`config.mk`:
```
export PLATFORM = sky130hd
export DESIGN_NAME = spi_cmd_ctrl
export DESIGN_NICKNAME = d
export VERILOG_FILES = /design/src/rtl/spi_cmd_ctrl.sv
export SDC_FILE = /design/constraint.sdc
export NUM_CORES = 1
export LEC_CHECK = 0
export ABC_AREA = 1
export CAP_MARGIN = 25
export CELL_PAD_IN_SITES_DETAIL_PLACEMENT = 1
export CELL_PAD_IN_SITES_GLOBAL_PLACEMENT = 1
export CORE_ASPECT_RATIO = 1.2
export CORE_MARGIN = 2
export CORE_UTILIZATION = 41
export CTS_CLUSTER_SIZE = 8
export DETAILED_ROUTE_END_ITERATION = 7
export PLACE_DENSITY_LB_ADDON = 0.1
export REMOVE_ABC_BUFFERS = 1
export SLEW_MARGIN = 20
export SYNTH_ARGS = -nofsm -noshare
export SYNTH_HDL_FRONTEND = slang
export SYNTH_SLANG_ARGS = --single-unit
```
`constraint.sdc`:
```
create_clock -name clk -period 3.7 [get_ports clk]
set_input_delay 0.74 -clock clk [delete_from_list [all_inputs] [get_ports clk]]
set_output_delay 0.74 -clock clk [all_outputs]
set_load 0.03 [all_outputs]
```
`src/rtl/spi_cmd_ctrl.sv`:
```
// SPI command sequencer: synchronises completed SPI frames, decodes and executes
// register commands, builds the response word and arbitrates local inc/dec on reg 0.
module spi_cmd_ctrl #(
  parameter int NREG    = 4,
  parameter int DATA_W  = 16,
  parameter int STEP    = 100,
  parameter int MAX_VAL = 2000
) (
  input  logic                     clk,
  input  logic                     reset,
  input  logic [31:0]              frame_in,
  input  logic                     frame_rdy,
  output logic [31:0]              resp_word,
  input  logic                     local_inc,
  input  logic                     local_dec,
  output logic [NREG*DATA_W-1:0]   regs_flat,
  output logic                     cmd_strobe
);

  typedef enum logic [2:0] {S_IDLE, S_CAPTURE, S_DECODE, S_EXEC, S_RESP} state_e;

  state_e            state_q, state_d;
  logic              rdy_s1_q, rdy_s2_q, rdy_s3_q;
  logic              frame_edge;
  logic              fpend_q, fpend_d, drop;
  logic [3:0]        op_q, addr_q;
  logic [DATA_W-1:0] data_q;
  logic              bad_op_q, bad_addr_q, bad_op_d, bad_addr_d;
  logic [3:0]        seq_q, seq_d;
  logic [7:0]        err_q, err_d;
  logic [31:0]       resp_q, resp_d;
  logic [DATA_W-1:0] regs_q [NREG];
  logic [DATA_W-1:0] regs_d [NREG];
  logic              lpend_q, lpend_d, lpend_up_q, lpend_up_d;
  logic              capture_en, decode_en, exec_en;
  logic              wr_en, wr_r0, loc_req;
  logic [15:0]       rdata;
  logic [1:0]        err_add;
  logic [8:0]        err_sum;
  logic              unused_rsvd;

  assign unused_rsvd = ^frame_in[23:16];

  // Saturating local step on reg 0; values already above the ceiling are left alone.
  function automatic logic [DATA_W-1:0] step_val(input logic [DATA_W-1:0] v, input logic up);
    if (up) begin
      if (32'(v) >= 32'(MAX_VAL))         return v;
      if (32'(v) + 32'(STEP) > 32'(MAX_VAL)) return DATA_W'(MAX_VAL);
      return v + DATA_W'(STEP);
    end
    if (32'(v) < 32'(STEP)) return '0;
    return v - DATA_W'(STEP);
  endfunction

  // 2-FF synchroniser plus an edge-detect flop
  always_ff @(posedge clk or negedge reset) begin
    if (!reset) begin
      rdy_s1_q <= 1'b0;
      rdy_s2_q <= 1'b0;
      rdy_s3_q <= 1'b0;
    end else begin
      rdy_s1_q <= frame_rdy;
      rdy_s2_q <= rdy_s1_q;
      rdy_s3_q <= rdy_s2_q;
    end
  end

  assign frame_edge = rdy_s2_q & ~rdy_s3_q;

  always_ff @(posedge clk or negedge reset) begin
    if (!reset) state_q <= S_IDLE;
    else        state_q <= state_d;
  end

  always_comb begin
    state_d = state_q;
    unique case (state_q)
      S_IDLE:    if (frame_edge || fpend_q) state_d = S_CAPTURE;
      S_CAPTURE: state_d = S_DECODE;
      S_DECODE:  state_d = S_EXEC;
      S_EXEC:    state_d = S_RESP;
      S_RESP:    state_d = S_IDLE;
      default:   state_d = S_IDLE;
    endcase
  end

  always_comb begin
    capture_en = (state_q == S_CAPTURE);
    decode_en  = (state_q == S_DECODE);
    exec_en    = (state_q == S_EXEC);
    cmd_strobe = (state_q == S_RESP);
  end

  // In IDLE a held edge and a fresh edge can coincide: one is consumed, the other stays held.
  always_comb begin
    fpend_d = fpend_q;
    drop    = 1'b0;
    if (state_q == S_IDLE) begin
      fpend_d = fpend_q & frame_edge;
    end else if (frame_edge) begin
      if (fpend_q) drop    = 1'b1;
      else         fpend_d = 1'b1;
    end
  end

  always_comb begin
    bad_op_d   = (op_q > 4'h3);
    bad_addr_d = ((op_q == 4'h1) || (op_q == 4'h2)) && ({28'h0, addr_q} >= 32'(NREG));
    wr_en      = exec_en && (op_q == 4'h1) && !bad_addr_q;
    wr_r0      = wr_en && (addr_q == 4'h0);
    rdata      = '0;
    if (op_q == 4'h2 && !bad_addr_q) begin
      for (int unsigned i = 0; i < NREG; i++)
        if (addr_q == 4'(i)) rdata = 16'(regs_q[i]);
    end else if (op_q == 4'h3) begin
      rdata = 16'(NREG);
    end
  end

  always_comb begin
    err_add = 2'(exec_en && (bad_op_q || bad_addr_q)) + 2'(drop);
    err_sum = {1'b0, err_q} + {7'h0, err_add};
    err_d   = err_sum[8] ? 8'hFF : err_sum[7:0];
    seq_d   = exec_en ? seq_q + 4'd1 : seq_q;
    resp_d  = exec_en ? {4'hA, seq_d, err_d[3:0], 2'b00, bad_addr_q, bad_op_q, rdata} : resp_q;
  end

  // An SPI write to reg 0 wins over a simultaneous local op, which is parked for one cycle.
  always_comb begin
    loc_req    = local_inc ^ local_dec;
    lpend_d    = lpend_q;
    lpend_up_d = lpend_up_q;
    for (int unsigned i = 0; i < NREG; i++) begin
      regs_d[i] = regs_q[i];
      if (wr_en && addr_q == 4'(i)) regs_d[i] = data_q;
    end
    if (wr_r0) begin
      if (loc_req && !lpend_q) begin
        lpend_d    = 1'b1;
        lpend_up_d = local_inc;
      end
    end else if (lpend_q) begin
      regs_d[0] = step_val(regs_d[0], lpend_up_q);
      lpend_d   = 1'b0;
    end else if (loc_req) begin
      regs_d[0] = step_val(regs_d[0], local_inc);
    end
  end

  always_ff @(posedge clk or negedge reset) begin
    if (!reset) begin
      fpend_q    <= 1'b0;
      op_q       <= '0;
      addr_q     <= '0;
      data_q     <= '0;
      bad_op_q   <= 1'b0;
      bad_addr_q <= 1'b0;
      seq_q      <= '0;
      err_q      <= '0;
      resp_q     <= '0;
      lpend_q    <= 1'b0;
      lpend_up_q <= 1'b0;
      for (int unsigned i = 0; i < NREG; i++) regs_q[i] <= '0;
    end else begin
      fpend_q    <= fpend_d;
      seq_q      <= seq_d;
      err_q      <= err_d;
      resp_q     <= resp_d;
      lpend_q    <= lpend_d;
      lpend_up_q <= lpend_up_d;
      for (int unsigned i = 0; i < NREG; i++) regs_q[i] <= regs_d[i];
      if (capture_en) begin
        op_q   <= frame_in[31:28];
        addr_q <= frame_in[27:24];
        data_q <= frame_in[DATA_W-1:0];
      end
      if (decode_en) begin
        bad_op_q   <= bad_op_d;
        bad_addr_q <= bad_addr_d;
      end
    end
  end

  assign resp_word = resp_q;

  always_comb begin
    regs_flat = '0;
    for (int unsigned i = 0; i < NREG; i++) regs_flat[i*DATA_W +: DATA_W] = regs_q[i];
  end

endmodule
```
Word-level counts from Yosys, hierarchy flattened:

Cells that the tools add are included.
W data, S select, Z words.

* register bits: 138
* output and inout port bits: 97
* logic and storage cells: 133

* add/subtract/negate cells: 6
* order comparisons: 5
* eq/ne operators: 12
* mux-type cells: 68
* bitwise operators: 4
* reduce and logical (&&, ||, !) cells: 19

Operators with widths (count)
* $mux W16: 23
* $mux W1: 40
* $add A16 B7 Y17 const B: 1
* $gt A17 B11 Y1 const B: 1
* $add A16 B7 Y16 const B: 1
* $eq A4 B2 Y1 const B: 4
* $ge A16 B11 Y1 const B: 1
* $lt A16 B7 Y1 const B: 1
* $sub A16 B7 Y16 const B: 1
* $pmux W3 S4: 1
* $logic_and A1 B1 Y1: 10
* $add A8 B2 Y9: 1
* $eq A4 B1 Y1 const B: 2
* $mux W8: 1
* $eq A3 B2 Y1 const B: 2
* $mux W3: 2
* $add A4 B1 Y4 const B: 1
* $ge A4 B3 Y1 const B: 1
* $gt A4 B2 Y1 const B: 1
* $logic_not A4 Y1: 1
* $mux W4: 1
* $eq A3 B1 Y1 const B: 1
* $eq A3 B3 Y1 const B: 1
* $logic_not A3 Y1: 1
* 10 further kinds: 14

Longest topological paths before layout:

Gate-level depths: netlist of run 1.

* depth after elaboration: 25
* gate-level depth with buffers: 24
* gate-level depth less buffers: 24

Least setup slack after synthesis of run 1:

Ideal clock, no wire load.

* path type: register to register
* start point: register state_q[1]
* end point: register resp_q[22], in the netlist resp_word[22]
* setup time: 0.117 ns
* data arrival time: 2.420 ns
* data required time: 3.583 ns
* setup slack: 1.163 ns
* cell stages (with the launch flop): 13
* buffers on the path: 2
* cells stage by stage: dfrtp_1 -> nand3_4 -> clkbuf_1 -> clkbuf_1 -> o21ai_0 -> fa_1 -> ha_1 -> nand2_1 -> nor3_1 -> nand2_1 -> o21ai_0 -> nand2_1 -> nand2_1

* cells in the longest elaborated chain, start to end: 5
* elaborated cells between the ends (all ways): 7
* those cells by class: 2 x add/sub; 1 x eq/ne; 2 x mux; 2 x reduce/logical

RTL lines
* start, declared: RTL line 22 `state_e state_q, state_d;`
* start signal, assigned: RTL line 72 `else state_q <= state_d;`
* $eq A3 B2 Y1 / $logic_not A3 Y1 (equally long branches): RTL line 90, 98
* $logic_and A1 B1 Y1 / $mux W1 (equally long branches): RTL line 121, 98
* $add A1 B1 Y2 *: RTL line 121 `err_add = 2'(exec_en && (bad_op_q || bad_addr_q)) + 2'(drop);`
* $add A8 B2 Y9 *: RTL line 122 `err_sum = {1'b0, err_q} + {7'h0, err_add};`
* $mux W8 *: RTL line 123 `err_d = err_sum[8] ? 8'hFF : err_sum[7:0];`
* named net err_d[2]: RTL line 30 `logic [7:0] err_q, err_d;`
* end signal, assigned: RTL line 168 `resp_q <= resp_d;`
* end, declared: RTL line 31 `logic [31:0] resp_q, resp_d;`

The timed path passes the listed nets; every way through them passes the cells marked *.
A chain may end at the register's enable or synchronous reset.

==> flow_metrics.tcl, run 1 <==
set metrics [dict create \
    outcome "finished clean" \
    muxShareOfSynthArea 0 \
    clk_path_buf_depth 2 \
    slew_viol_final 0 \
    synth_area_leaders "dfrtp_1 51%, nand2_1 12%, o21ai_0 5.9%, inv_1 4.2%, a21oi_1 3.8%" \
    grt_overflow 0 \
    dr_wl_met3_um 895 \
    p_per_area_nw_per_um2 731 \
    period_needed_ps 3180 \
    die_h_um 145 \
    ctsHoldBuffers 0 \
    final.setup.tns_ps 0 \
    synth_xor_area_frac 0.00514 \
    grt_pass1_vias 6988 \
    cp_cell_sequence "inv_1, nand2_1, nor2_4, nand3_4, buf_4, nand2_1, nand2_2, nand2_1, inv_2, nand2_1, nand2_1, nor2_1, nand2_2, nand2_1, a21oi_1, o21ai_0, a22oi_1" \
    yosysUniqueCellTypes 45 \
    cap_violations 0 \
    dr_wl_met2_um 12300 \
    dieArea_um2 17700 \
    gp_congestion 0.902 \
    utilization 0.547 \
    rows 51 \
    vias_per_cell 5.44 \
    cts_tree "yes" \
    yosys_warnings 0 \
    clk-insertion-delay-late_ps 420 \
    final_cell_area_um2 8900 \
    ctsResizeCount 0 \
    drc 0 \
    first_pass_iters 5 \
    p_leak_nw 4.14 \
    max_freq_mhz 315 \
    yosysTopAreaCell "dfrtp_1" \
    final_hold_viol_count 0 \
    cp_max_fo 18 \
    synth_top_family_by_area "simple AND/OR/NAND/NOR gates" \
    wire_per_inst_um 19.7 \
    setup_violations 0 \
    dieWidth_um 122 \
    io_pins 134 \
    cts_sinks 138 \
    max_stage_delay_ps 380 \
    worstPathBufferInverterCount 3 \
    fin_cells 1188 \
    final_common_cell "nand2_1" \
    grt_pass1_wl_um 37700 \
    ys_seq_area_frac 0.506 \
    antenna_found_initial 0 \
    synth_cells 828 \
    crit_slowest_cell "dfrtp_1" \
    tightest_slew_ps 753 \
    portBuffers 121 \
    areaGrowthSynthToFinish_pct 30.6 \
    crit_type "register to register" \
    cts_setup_buffers 0 \
    routed_wl_um 23400 \
    relSlewSlack 0.497 \
    cp-start-kind "register" \
    rsz0062_at_grt "false" \
    path_clk_slew_ps 60 \
    cts_root_buffer "clkbuf_16" \
    drt-initial-drc-count 321 \
    synth_compound_area_frac 0.172 \
    diodes 0 \
    required_ps 3980 \
    avgSynthCellArea_um2 8.24 \
    ff2ff_setup_slack_ps 520 \
    skew_ps 10.4 \
    mostFrequentLayoutCells "218 x nand2_1, 138 x dfrtp_1, 120 x clkdlybuf4s50_1" \
    cp_common_cell "nand2_1" \
    period_share 0.858 \
    dp_hpwl_um 16900 \
    synthAdderAreaFrac 0.00844 \
    synth.cell_area_um2 6820 \
    ant_nets 0 \
    grt.total_usage 0.275 \
    cts_buffers 17 \
    fillers 1960 \
    path_delay_family "simple AND/OR/NAND/NOR gates" \
    placed_area_um2 8340 \
    peakVddDrop_mv 0.367 \
    num_vias 6461 \
    critPathArrivalTime_ps 3460 \
    synth_seq_cells 138 \
    grt_max_degree 75 \
    hp-class "primary input to async pin" \
    synth_edf_count 0 \
    end_kind "register" \
    top_layer_used "met4" \
    synth_async_sr_flop_share 1.00 \
    synth_top_area_frac 0.506 \
    dpl.cell_count 1156 \
    coreArea_um2 16300 \
    synth_flop_cell "dfrtp_1" \
    total_power_mw 6.51 \
    met1_length_um 9750 \
    drive_gt1_frac 0.106 \
    nNetsFinal 1004 \
    synth-simple-area-share 0.236 \
    start_util 0.419 \
    htreeDepth 4 \
]
==> registers in the layout, indices dropped and copies added, names as in the netlist <==
signal / cells
bad_addr_q: 1
addr_q: 4
lpend_up_q: 1
regs_flat: 64
resp_word: 27
rdy_s3_q: 1
state_q: 3
bad_op_q: 1
fpend_q: 1
err_q: 8
seq_q: 4
op_q: 4
rdy_s2_q: 1
data_q: 16
rdy_s1_q: 1
lpend_q: 1
==> worst reg2reg max path, stage by stage, from the launching register on <==
cell and delay [ps]:
dfrtp_1 380, inv_1 110, nand2_1 110, nor2_4 270, nand3_4 200, buf_4 270, nand2_1 100, nand2_2 140
nand2_1 150, inv_2 50, nand2_1 130, nand2_1 110, nor2_1 200, nand2_2 180, nand2_1 180, a21oi_1 60
o21ai_0 250, a22oi_1 110
==> per-layer routing <==
metal / global-route usage / up-vias
li1: - / 3002
met1: 0.342 / 3268
met2: 0.478 / 153
met3: 0.0460 / 38
met4: 0.0925 / 0
met5: 0 / -
==> cells in the mapped netlist (8+ instances only) <==
cell and instances:
a21oi_1 52, a221oi_1 10, inv_2 10, nor2_1 69, o211ai_1 12, o221ai_1 11, dfrtp_1 138, o21ai_0 81
nand2_2 10, nand2_1 218, nor3_1 8, a22oi_1 8, nand3_1 30, clkbuf_1 18, inv_1 76
==> final timing paths <==
| check | end | start | cells after the start |
|---|---|---|---|
| setup / recovery | regs_flat[13] | op_q[1] | 17 |
| hold / removal | resp_word[16] | reset | 1 |
| setup reg to reg | regs_flat[13] | op_q[1] | 17 |
| hold reg to reg | rdy_s2_q | rdy_s1_q | 0 |
| max in group asynchronous | state_q[0] | reset | 2 |
| min in group clk | rdy_s2_q | rdy_s1_q | 0 |
==> power by group <==
part / internal (mW) / total (mW) / leakage [nW] / switching (mW)
logic: 0.886 / 2.73 / 2.09 / 1.85
clock network: 0.949 / 1.63 / 0.271 / 0.683
registers: 1.88 / 2.15 / 1.78 / 0.269
==> per-stage QoR <==
step	hold slack (ps)	worst slack, ps
after detailed placement	359	569
after global routing	367	205
final	316	524
after floorplan	331	830
after global placement	345	526
after CTS	350	542
==> layout make-up <==
type                            count  area, um^2  share of cell area
Clock buffer                       20         447              0.0502
Timing Repair Buffer              145        1390               0.156
Sequential cell                   138        3450               0.388
Multi-Input combinational cell    572        2900               0.325
Clock inverter                     12         116              0.0131
Inverter                           89         334              0.0375
Tap cell                          212         265              0.0298
==> cell families (layout without fill, tap and decap cells) <==
family                     after synthesis  in the layout
AOI/OAI and AO/OA                      197            197
buffers and inverters                  121            266
and+or+nand+nor                        363            363
xor gates and xnor gates                 4              4
other                                    1              4
DFF                                    138            138
adders and majority gates                4              4
No activity file was read; power rests on OpenSTA's default activity.
==> run 2: changes to the inputs <==
--- a/config.mk
+++ b/config.mk
@@ -14,7 +14,7 @@
 export CORE_UTILIZATION = 41
 export CTS_CLUSTER_SIZE = 8
 export DETAILED_ROUTE_END_ITERATION = 7
-export PLACE_DENSITY_LB_ADDON = 0.1
+export PLACE_DENSITY = 0.81
 export REMOVE_ABC_BUFFERS = 1
 export SLEW_MARGIN = 20
 export SYNTH_ARGS = -nofsm -noshare
==> flow_metrics.tcl, run 2 (synthesis results as in run 1) <==
set metrics [dict create \
    rsz0062_at_grt "false" \
    nNetsFinal 998 \
    slew_viol_final 0 \
    dieWidth_um 122 \
    crit_slowest_cell "dfrtp_1" \
    portBuffers 121 \
    grt_max_degree 70 \
    ctsHoldBuffers 0 \
    die_h_um 145 \
    routed_wl_um 22000 \
    peakVddDrop_mv 0.411 \
    critPathArrivalTime_ps 3630 \
    p_leak_nw 4.12 \
    cts_tree "yes" \
    fillers 1951 \
    required_ps 3990 \
    start_util 0.419 \
    period_share 0.903 \
    cp_max_fo 23 \
    cap_violations 0 \
    cts_buffers 17 \
    ant_nets 0 \
    gp_congestion 0.925 \
    final_common_cell "nand2_1" \
    crit_type "register to register" \
    fin_cells 1181 \
    final.setup.tns_ps 0 \
    worstPathBufferInverterCount 3 \
    dp_hpwl_um 15400 \
    grt_overflow 0 \
    wire_per_inst_um 18.6 \
    hp-class "primary input to async pin" \
    grt_pass1_vias 6692 \
    setup_violations 0 \
    rows 51 \
    ctsResizeCount 0 \
    cp_cell_sequence "inv_1, nand3_4, nor2_8, nand3_4, buf_4, o21ai_2, nand3_1, nand2_1, inv_2, nand2_1, nand2_1, nor2_1, nand2_2, nand2_1, a21oi_1, o21ai_0, a22oi_1" \
    mostFrequentLayoutCells "218 x nand2_1, 138 x dfrtp_1, 120 x clkdlybuf4s50_1" \
    tightest_slew_ps 698 \
    dpl.cell_count 1150 \
    path_delay_family "simple AND/OR/NAND/NOR gates" \
    largest_reg_flops 64 \
    clk-insertion-delay-late_ps 430 \
    p_per_area_nw_per_um2 729 \
    cp-start-kind "register" \
    dieArea_um2 17700 \
    skew_ps 9.41 \
    first_pass_iters 5 \
    diodes 0 \
    drt-initial-drc-count 399 \
    cts_setup_buffers 0 \
    coreArea_um2 16300 \
    drive_gt1_frac 0.101 \
    path_clk_slew_ps 60 \
    grt_pass1_wl_um 35400 \
    cp_common_cell "nand2_1" \
    io_pins 134 \
    cts_root_buffer "clkbuf_16" \
    num_vias 6347 \
    relSlewSlack 0.533 \
    max_stage_delay_ps 380 \
    areaGrowthSynthToFinish_pct 30.3 \
    grt.total_usage 0.258 \
    end_kind "register" \
    antenna_found_initial 0 \
    htreeDepth 4 \
    cts_sinks 138 \
    max_freq_mhz 299 \
    drc 0 \
    clk_path_buf_depth 2 \
    outcome "finished clean" \
    vias_per_cell 5.37 \
    period_needed_ps 3340 \
    final_hold_viol_count 0 \
]
## run 2: changes by cell type in the layout (fill, tap and decap cells not counted), sizes merged
cell | before | now
bufinv | 1 | 2
clkinvlp | 2 | 5
clkinv | 10 | 7
buf | 25 | 19
inv | 88 | 89
clkbuf | 20 | 17
## run 2: stage by stage
| stage | utilization | cell area [um^2] | hold WS [ps] | power (mW) | setup slack [ps] |
|---|---|---|---|---|---|
| after CTS | 0.546 | 8890 | 347 | 6.52 | 450 |
| final | 0.546 | 8890 | 329 | 6.48 | 359 |
| after global placement | 0.510 | 8300 | 352 | 4.70 | 538 |
| after global routing | 0.546 | 8890 | 359 | 6.90 | 99.7 |
| after detailed placement | 0.511 | 8320 | 340 | 4.79 | 496 |
| after floorplan | - | 6670 | 331 | 3.80 | 830 |
## run 2: report_power, final
group | switching (mW) | total [mW] | internal [mW] | leakage (nW)
registers | 0.268 | 2.14 | 1.88 | 1.78
logic | 1.79 | 2.65 | 0.867 | 2.07
clock network | 0.693 | 1.68 | 0.989 | 0.268
total | 2.75 | 6.48 | 3.73 | 4.12
## run 2: worst paths after layout
kind	from	to	slack (ps)	cells after the start
worst max-delay path	state_q[2]	regs_flat[13]	360	17
min in group clk	rdy_s1_q	rdy_s2_q	360	0
worst min register to register	rdy_s1_q	rdy_s2_q	360	0
worst max register to register	state_q[2]	regs_flat[13]	360	17
worst min-delay path	reset	op_q[2]	330	1
max in group asynchronous	reset	regs_flat[30]	2590	2
## run 2: per-layer routing
| layer | GRT usage | wire length [um] | vias up |
|---|---|---|---|
| li1 | - | - | 2990 |
| met1 | 0.322 | 9480 | 3189 |
| met2 | 0.449 | 11400 | 136 |
| met3 | 0.0460 | 660 | 32 |
| met4 | 0.0782 | 447 | 0 |
| met5 | 0 | 0 | - |
## run 2: area by class of cell
cell class / instances / area, um^2 / share of cell area
inverter: 89 / 334 / 0.0376
timing repair buffer: 139 / 1370 / 0.154
clock buffer: 17 / 425 / 0.0479
sequential: 138 / 3450 / 0.388
clock inverter: 14 / 148 / 0.0166
tap: 212 / 265 / 0.0298
multi-input combinational: 572 / 2900 / 0.326
